==> src/rtl/ttt_move_ctrl.sv <==
// Tic-tac-toe move controller: takes decoded key pulses, validates and
// places stones on the 18-bit board, alternates turns, detects win/draw
// and handles restart. Every output is a register.
//
// Handshake: key_valid is a one-cycle strobe that qualifies key_code in
// the same cycle; there is no ready/back-pressure, so a key that arrives
// while the controller cannot use it (CHECK, IDLE, DONE with a non-restart
// key) is simply dropped.
module ttt_move_ctrl #(
  parameter logic       FIRST_O     = 1'b0,
  parameter logic [3:0] RESTART_KEY = 4'd0
) (
  input  logic        clk,
  input  logic        rst,
  input  logic        play_en,
  input  logic        key_valid,
  input  logic [3:0]  key_code,
  output logic [17:0] board,
  output logic        turn_o,
  output logic [1:0]  result,
  output logic [7:0]  win_line,
  output logic        is_right,
  output logic        game_active,
  output logic        move_err,
  output logic [3:0]  move_cnt,
  output logic [1:0]  fsm_state
);

  typedef enum logic [1:0] {
    S_IDLE  = 2'd0,
    S_PLAY  = 2'd1,
    S_CHECK = 2'd2,
    S_DONE  = 2'd3
  } state_t;

  localparam logic [3:0] KEY_STAR = 4'd10;
  localparam logic [3:0] KEY_HASH = 4'd11;

  state_t state, state_nx;

  logic [17:0] board_nx;
  logic        turn_nx;
  logic [1:0]  result_nx;
  logic [7:0]  win_line_nx;
  logic        is_right_nx;
  logic        game_active_nx;
  logic        move_err_nx;
  logic [3:0]  move_cnt_nx;

  logic [8:0]  x_bits, o_bits;
  logic        cell_key;
  logic [3:0]  cell_idx;
  logic        occupied;
  logic        restart_key;
  logic [7:0]  mover_mask;

  // Completed-line mask for one player's 9 cells (index 0 = cell 1).
  function automatic logic [7:0] line_mask(input logic [8:0] p);
    line_mask[0] = p[0] & p[1] & p[2];
    line_mask[1] = p[3] & p[4] & p[5];
    line_mask[2] = p[6] & p[7] & p[8];
    line_mask[3] = p[0] & p[3] & p[6];
    line_mask[4] = p[1] & p[4] & p[7];
    line_mask[5] = p[2] & p[5] & p[8];
    line_mask[6] = p[0] & p[4] & p[8];
    line_mask[7] = p[2] & p[4] & p[6];
  endfunction

  // Split the board into per-player cell vectors and decode the key.
  always_comb begin
    x_bits = '0;
    o_bits = '0;
    for (int i = 0; i < 9; i++) begin
      x_bits[i] = board[16-2*i];
      o_bits[i] = board[17-2*i];
    end
    cell_key    = key_valid && (key_code >= 4'd1) && (key_code <= 4'd9);
    cell_idx    = key_code - 4'd1;
    occupied    = cell_key && (x_bits[cell_idx] || o_bits[cell_idx]);
    restart_key = key_valid && (key_code == RESTART_KEY);
    // turn_o has not toggled yet in CHECK, so it names the player who just moved
    mover_mask  = turn_o ? line_mask(o_bits) : line_mask(x_bits);
  end

  // State register.
  always_ff @(posedge clk) begin
    if (rst) state <= S_IDLE;
    else     state <= state_nx;
  end

  // Next-state logic; leaving game mode wins over any concurrent key.
  always_comb begin
    state_nx = state;
    if (!play_en) begin
      state_nx = S_IDLE;
    end else begin
      case (state)
        S_IDLE:  state_nx = S_PLAY;
        S_PLAY:  if (cell_key && !occupied) state_nx = S_CHECK;
        S_CHECK: begin
          if (mover_mask != 8'd0)       state_nx = S_DONE;
          else if (move_cnt == 4'd9)    state_nx = S_DONE;
          else                          state_nx = S_PLAY;
        end
        S_DONE:  if (restart_key) state_nx = S_PLAY;
        default: state_nx = S_IDLE;
      endcase
    end
  end

  // Next values for the registered outputs.
  always_comb begin
    board_nx       = board;
    turn_nx        = turn_o;
    result_nx      = result;
    win_line_nx    = win_line;
    move_cnt_nx    = move_cnt;
    move_err_nx    = 1'b0;
    is_right_nx    = is_right;
    game_active_nx = (state_nx == S_PLAY) || (state_nx == S_CHECK);

    // Board-shift keys act in every state, independent of play_en.
    if (key_valid && key_code == KEY_STAR) is_right_nx = 1'b0;
    if (key_valid && key_code == KEY_HASH) is_right_nx = 1'b1;

    if (!play_en || state == S_IDLE || (state == S_DONE && restart_key)) begin
      board_nx    = '0;
      move_cnt_nx = '0;
      result_nx   = 2'd0;
      win_line_nx = '0;
      turn_nx     = FIRST_O;
    end else if (state == S_PLAY && cell_key) begin
      if (occupied) begin
        move_err_nx = 1'b1;
      end else begin
        for (int i = 0; i < 9; i++) begin
          if (cell_idx == i[3:0]) begin
            if (turn_o) board_nx[17-2*i] = 1'b1;
            else        board_nx[16-2*i] = 1'b1;
          end
        end
        move_cnt_nx = (move_cnt == 4'd9) ? 4'd9 : move_cnt + 4'd1;
      end
    end else if (state == S_CHECK) begin
      win_line_nx = mover_mask;
      if (mover_mask != 8'd0)    result_nx = turn_o ? 2'd2 : 2'd1;
      else if (move_cnt == 4'd9) result_nx = 2'd3;
      else                       turn_nx   = ~turn_o;
    end
  end

  // Output registers.
  always_ff @(posedge clk) begin
    if (rst) begin
      board       <= '0;
      turn_o      <= FIRST_O;
      result      <= 2'd0;
      win_line    <= '0;
      is_right    <= 1'b0;
      game_active <= 1'b0;
      move_err    <= 1'b0;
      move_cnt    <= '0;
    end else begin
      board       <= board_nx;
      turn_o      <= turn_nx;
      result      <= result_nx;
      win_line    <= win_line_nx;
      is_right    <= is_right_nx;
      game_active <= game_active_nx;
      move_err    <= move_err_nx;
      move_cnt    <= move_cnt_nx;
    end
  end

  assign fsm_state = state;

endmodule

==> config.mk <==
export PLATFORM = sky130hd
export DESIGN_NAME = ttt_move_ctrl
export DESIGN_NICKNAME = d
export VERILOG_FILES = /design/src/rtl/ttt_move_ctrl.sv
export SDC_FILE = /design/constraint.sdc
export NUM_CORES = 1
export LEC_CHECK = 0
export BUFFER_PORTS_ARGS = -buffer_cell sky130_fd_sc_hd__buf_2
export CORE_ASPECT_RATIO = 1.5
export CORE_MARGIN = 8
export CORE_UTILIZATION = 45
export DETAILED_ROUTE_END_ITERATION = 10
export HOLD_SLACK_MARGIN = 0.08
export PLACE_DENSITY = 0.71
export SLEW_MARGIN = 15
export SYNTH_ARGS = -nofsm -noshare
export SYNTH_HDL_FRONTEND = slang
export SYNTH_SLANG_ARGS = --single-unit
==> constraint.sdc <==
create_clock -name clk -period 2.55 [get_ports clk]
set_input_delay 0.3825 -clock clk [delete_from_list [all_inputs] [get_ports clk]]
set_output_delay 0.3825 -clock clk [all_outputs]
set_load 0.05 [all_outputs]
==> flow_summary.yaml, run 1 <==
run_status:
  outcome: "complete, no violations"
floorplanning:
  initial_core_util_pct: 46.2
  fp.dieW_um: 69.7
  rows: 29
  die-area_um2: 6720
  ios: 46
  core_area_um2: 4210
  die_y_um: 96.5
power:
  p_int_mw: 0.937
  power_frac_clock_pct: 41.1
  comb_power_share_pct: 10.1
  power_frac_seq_pct: 48.8
  power.leakage_nw: 0.948
  switching_power_mw: 0.288
  swShare_pct: 23.5
  peakVddDrop_v: 0.000369
  p_per_area_nw_per_um2: 514
global_route:
  grt_pass1_wl_um: 9280
  met2_usage_pct: 28.8
  use_met1_pct: 18.7
  gr-total-overflow: 0
  use_met3_pct: 5.21
  grt_use_total_pct: 17.0
  first_global_vias: 1890
  busiest_layer: "met2"
  antenna_found_initial: 0
  grt_max_degree: 19
cells_and_area:
  area_delta_synth_final_pct: 22.7
  diodes: 0
  drive_above_1_share_pct: 24.1
  layout.nets: 297
  nFillCells: 412
  finish.utilization_pct: 56.7
clocking:
  cts-root-buf: "clkbuf_8"
  clkTransAtPathRegs_ns: 0.07
  clock_sinks: 38
  htreeDepth: 2
  cts_hold_buffers: 0
  cts_resized: 0
  post_cts_buffers: 0
  cts_buffer_depth: 2
  cts_tree: "built"
  cts_buffers: 5
  clk_latency_ns: 0.29
critical_path:
  slowest_delay_ns: 0.49
  crit_path_max_fanout: 18
  critical_path.cell_chain: "buf_2 -> inv_1 -> ha_1 -> or4_1 -> o31ai_1 -> nor3_1 -> o31ai_4 -> buf_12 -> nand4_1 -> o21ai_1"
  endpoint_kind: "register"
  cp.arrival_ns: 2.42
  crit_slowest_cell: "or4_1"
  cp.required_ns: 2.77
  startpoint_type: "input port"
  crit_type: "in -> reg"
logic_synthesis:
  yosysMostFrequentCell: "dfxtp_1"
  synth_area_leaders: "dfxtp_1 39%, nor2_1 7.0%, nand2_1 4.2%, a31oi_1 2.9%, a21oi_1 2.8%"
  synthDistinctLibCells: 52
  synth_edf_count: 0
  ys_async_sr_fraction_pct: 0
  synth_seq_cells: 38
  synth_cells: 234
  synth.net_count: 246
  synth_top_cell_by_area: "dfxtp_1"
  ys.flop_type: "dfxtp_1"
  yosys-top-cells-count: "38 x dfxtp_1, 36 x nor2_1, 22 x nand2_1, 11 x a21oi_1, 11 x nand3_1"
  avgSynthCellArea_um2: 8.30
  ys_seq_area_share_pct: 39.2
  ys_warn_count: 0
  synth.top_cell.area_share_pct: 39.2
  synth.cell_area_um2: 1940
timing:
  setup-violations-final: 0
  rsz0062_at_grt: "no"
  fin_skew_ns: 0.00457
  worst_pin_slew_ns: 0.857
  hold_viol_final: 0
  slew_viol_final: 0
  slew_headroom_pct: 42.6
  post-route-min-period_ns: 2.19
  hold_ws_ns: 0.248
  max_freq_ghz: 0.456
  finalCritPeriodShare_pct: 86.1
  fin_setup_tns_ns: 0
detailed_routing:
  drtIter0Drc: 135
  drt-wirelength-per-cell_um: 16.9
  vias: 1979
  routed_wirelength_um: 5600
  drtPass1Iterations: 4
  drt.antenna.violating_nets: 0
  drc_errors: 0
  vias_per_cell: 5.96
placed_design:
  dpl.hpwl_um: 4220
  gp_congestion: 0.891
  portBuffers: 45
hold_path:
  hp-class: "in -> reg"
flow_run:
  cap_viol_max_count: 0
==> through the flow <==
stage          cells  total power [mW]  worst slack, ns  cell area, um^2
4_1_cts          332              1.24            0.376             2380
3_5_place_dp     324             0.734           0.0790             2280
2_1_floorplan    234             0.697            0.129             1940
5_1_grt          332              1.27            0.211             2380
3_3_place_gp     324             0.734            0.135             2280
6_report         332              1.23            0.355             2380
==> worst paths after layout <==
path,start,end,slack [ns],depth (start not counted)
worst max-delay path,key_code[1],board[4],0.36,10
worst min-delay path,rst,is_right,0.25,2
worst min register to register,is_right,is_right,0.48,2
worst max register to register,board[10],turn_o,0.45,6
==> final cells by class <==
type | instances | area, um^2 | share of cell area [%]
Timing Repair Buffer | 56 | 333 | 14.0
Tap cell | 46 | 57.6 | 2.41
Multi-Input combinational cell | 178 | 1100 | 46.3
Sequential cell | 38 | 761 | 31.9
Clock buffer | 7 | 76.3 | 3.20
Clock inverter | 1 | 30.0 | 1.26
Inverter | 6 | 22.5 | 0.944
==> per-layer routing <==
metal  wire length [um]  vias to the layer above
li1                   -                      966
met5                  0                        -
met2               2750                       66
met4                130                        0
met3                366                       12
met1               2350                      935
==> critical path, delay by kind of cell <==
| family | cells | cell delay [ns] |
|---|---|---|
| and+or+nand+nor | 3 | 0.75 |
| AOI/OAI and AO/OA | 3 | 0.54 |
| buffers and inverters | 3 | 0.38 |
| adders and majority gates | 1 | 0.36 |
==> state kept, by name, indices dropped and copies added (netlist names) <==
register,count
board,18
win_line,8
move_cnt,4
fsm_state,2
result,2
game_active,1
is_right,1
move_err,1
turn_o,1
==> power groups by stage <==
stage	clock, mW	combinational, mW	sequential, mW
after floorplan	0	0.0763	0.620
after global placement	0	0.122	0.612
after detailed placement	0	0.122	0.612
after CTS	0.515	0.123	0.598
after global routing	0.540	0.134	0.598
final	0.504	0.123	0.598
==> cells by family after synthesis <==
logic type               after synthesis  synth area share (%)
AO/OA/AOI/OAI                         60                  23.6
multiplexers                           5                  2.64
buffers and inverters                 18                  3.99
AND/OR/NAND/NOR                      107                  27.1
flip-flops                            38                  39.2
XOR/XNOR                               2                 0.902
adder cells (fa/ha/maj)                4                  2.58
==> cells in the final DEF, fill, tap and decap left out, drive strengths merged, types with 2 or more instances in the layout <==
| cell | netlist | final |
|---|---|---|
| o211ai | 2 | 2 |
| nor3 | 5 | 5 |
| dfxtp | 38 | 38 |
| nand2 | 22 | 22 |
| nor3b | 4 | 4 |
| nand3 | 11 | 11 |
| or2 | 2 | 2 |
| clkbuf | 7 | 7 |
| a31oi | 9 | 9 |
| a21oi | 11 | 11 |
| a211o | 2 | 2 |
| o21ai | 10 | 10 |
| a22oi | 2 | 2 |
| nand4 | 7 | 7 |
| buf | 5 | 56 |
| nor2 | 36 | 36 |
| and2 | 2 | 2 |
| ha | 4 | 4 |
| nand3b | 2 | 2 |
| nand2b | 2 | 2 |
| nor2b | 5 | 5 |
| o41ai | 2 | 2 |
| a211oi | 3 | 3 |
| o32ai | 2 | 2 |
| o31ai | 5 | 5 |
| a41oi | 3 | 3 |
| a311oi | 2 | 2 |
| or4 | 3 | 3 |
| mux2i | 4 | 4 |
| inv | 6 | 6 |
No activity file was read; power rests on OpenSTA's default activity.
==> run 2, diff against run 1 <==
--- a/config.mk
+++ b/config.mk
@@ -8,10 +8,10 @@
 export BUFFER_PORTS_ARGS = -buffer_cell sky130_fd_sc_hd__buf_2
 export CORE_ASPECT_RATIO = 1.5
 export CORE_MARGIN = 8
-export CORE_UTILIZATION = 45
+export CORE_UTILIZATION = 50
 export DETAILED_ROUTE_END_ITERATION = 10
 export HOLD_SLACK_MARGIN = 0.08
-export PLACE_DENSITY = 0.71
+export PLACE_DENSITY = 0.77
 export SLEW_MARGIN = 15
 export SYNTH_ARGS = -nofsm -noshare
 export SYNTH_HDL_FRONTEND = slang
==> run 2 against run 1 <==
Compared with the run above:
- register-to-register slack worse by 0.02 ns
- final cell count up 0.30%
- routed wire length down 3.4%
- maximum frequency up 1.5%
- first-iteration DRC count down 32%
- clock skew up 0.0052 ns
- global-route usage up 0.92 points
- sequential share of layout area up 0.36 points
- core utilization up 4.5 points
- final area down 1.1%
- hold slack better by 0.0068 ns
- power down 7.0%
- highest routed layer unchanged
==> flow_summary.yaml, run 2 (synthesized netlist as in run 1, its figures left out) <==
power:
  p_per_area_nw_per_um2: 483
  power.leakage_nw: 0.941
  finalPower_mw: 1.14
  peakVddDrop_v: 0.000371
placed_design:
  gp_congestion: 0.887
  portBuffers: 45
  dpl_worst_slack_ns: 0.0807
  dpl.hpwl_um: 4080
timing:
  slew_viol_final: 0
  layout_setup_ws_ns: 0.387
  slew_headroom_pct: 42.4
  fin_skew_ns: 0.00979
  hold_viol_final: 0
  setup-violations-final: 0
  rsz0062_at_grt: "no"
  worst_pin_slew_ns: 0.861
  fin_setup_tns_ns: 0
  post-route-min-period_ns: 2.16
  finalCritPeriodShare_pct: 84.8
  max_freq_ghz: 0.462
clocking:
  cts-root-buf: "clkbuf_8"
  clk_latency_ns: 0.29
  htreeDepth: 2
  clock_sinks: 38
  clkTransAtPathRegs_ns: 0.07
  post_cts_buffers: 0
  cts_tree: "built"
  cts_hold_buffers: 0
  cts_resized: 0
  cts_buffer_depth: 2
  cts_buffers: 5
cells_and_area:
  multi_input_area_um2: 1100
  drive_above_1_share_pct: 25.0
  top_regs: "board: 18 flops, win_line: 8 flops, move_cnt: 4 flops"
  layout_commonest_cell: "buf_2"
  layout_common_cells: "45 x buf_2, 38 x dfxtp_1, 36 x nor2_1"
  area_delta_synth_final_pct: 21.4
  largest_reg_flops: 18
  nFillCells: 374
  top_register: "board"
  layout.nets: 299
  regArea_um2: 761
  diodes: 0
global_route:
  grt_max_degree: 24
  antenna_found_initial: 0
  gr-total-overflow: 0
  first_global_vias: 1876
  grt_use_total_pct: 17.9
  grt_pass1_wl_um: 8760
critical_path:
  timing.rr.start: "turn_o"
  cp.arrival_ns: 2.35
  startpoint_type: "input port"
  rrSetupSlack_ns: 0.43
  crit_slowest_cell: "or4_1"
  slowest_delay_ns: 0.48
  endpoint_kind: "register"
  crit_type: "in -> reg"
  critical_path.cell_chain: "buf_2 -> inv_1 -> ha_1 -> or4_1 -> o31ai_1 -> nor3_1 -> o31ai_4 -> buf_4 -> nand4_1 -> mux2i_1"
  crit_path_max_fanout: 8
  reg2reg_to: "turn_o"
  cp.required_ns: 2.73
  rr_worst_depth: 6
floorplanning:
  fp.dieW_um: 66.9
  die_y_um: 92.4
  initial_core_util_pct: 50.4
  ios: 46
  die-area_um2: 6180
  core_area_um2: 3850
  rows: 28
detailed_routing:
  drtIter0Drc: 92
  vias_per_cell: 5.91
  drc_errors: 0
  drt.antenna.violating_nets: 0
  routed_wirelength_um: 5400
  vias: 1967
  drtPass1Iterations: 4
  drt-wirelength-per-cell_um: 16.2
hold_path:
  hold_depth: 2
  hold_start: "rst"
  whs_endpoint: "is_right"
  hp-class: "in -> reg"
run_status:
  outcome: "complete, no violations"
flow_run:
  cap_viol_max_count: 0
[run 2: per-layer routing]
layer  global-route usage, %  up-vias  routed length (um)  part of all wire [%]
met5                       0        -                   0                     0
met4                    8.93        0                 129                   2.4
met3                    2.90        9                 369                   6.8
met2                    30.1       69                2720                    50
met1                    21.0      918                2190                    40
li1                        -      971                   -                     -
[run 2: worst max path at each step]
stage           startpoint     endpoint  slack [ns]  cells past startpoint
6_report       key_code[0]  move_cnt[2]        0.39                     10
5_1_grt        key_code[0]  move_cnt[0]        0.19                     10
4_1_cts        key_code[0]  move_cnt[2]        0.39                     10
3_5_place_dp   key_code[0]  move_cnt[2]        0.08                     10
3_3_place_gp   key_code[0]  move_cnt[2]        0.12                     10
2_1_floorplan  key_code[0]     board[2]        0.13                     10
[run 2: layout make-up]
class	instances	area share, %
Clock buffer	7	3.66
Clock inverter	1	0.212
Inverter	6	0.955
Multi-Input combinational cell	178	46.8
Sequential cell	38	32.3
Tap cell	45	2.39
Timing Repair Buffer	58	13.7
[run 2: critical path: cells and delay by family]
kind	cells	cell delay (ns)
mux	1	0.14
simple gates	3	0.71
buf+inv	3	0.34
compound gates	2	0.40
fa+ha+maj	1	0.37
[run 2: through the flow]
stage | cell area (um^2) | util, % | std cells | hold WS (ns)
detailed placement | 2270 | 58.8 | 325 | 0.479
floorplan | 1940 | - | 234 | 0.455
global placement | 2270 | 58.8 | 325 | 0.469
finish | 2360 | 61.2 | 333 | 0.255
global route | 2360 | 61.2 | 333 | 0.252
CTS | 2360 | 61.2 | 333 | 0.246
[run 2: where the power goes]
part	switching (mW)	total, mW	internal [mW]
Combinational	0.0730	0.119	0.0460
Clock	0.205	0.423	0.218
Sequential	0.00221	0.598	0.596
Total	0.280	1.14	0.860
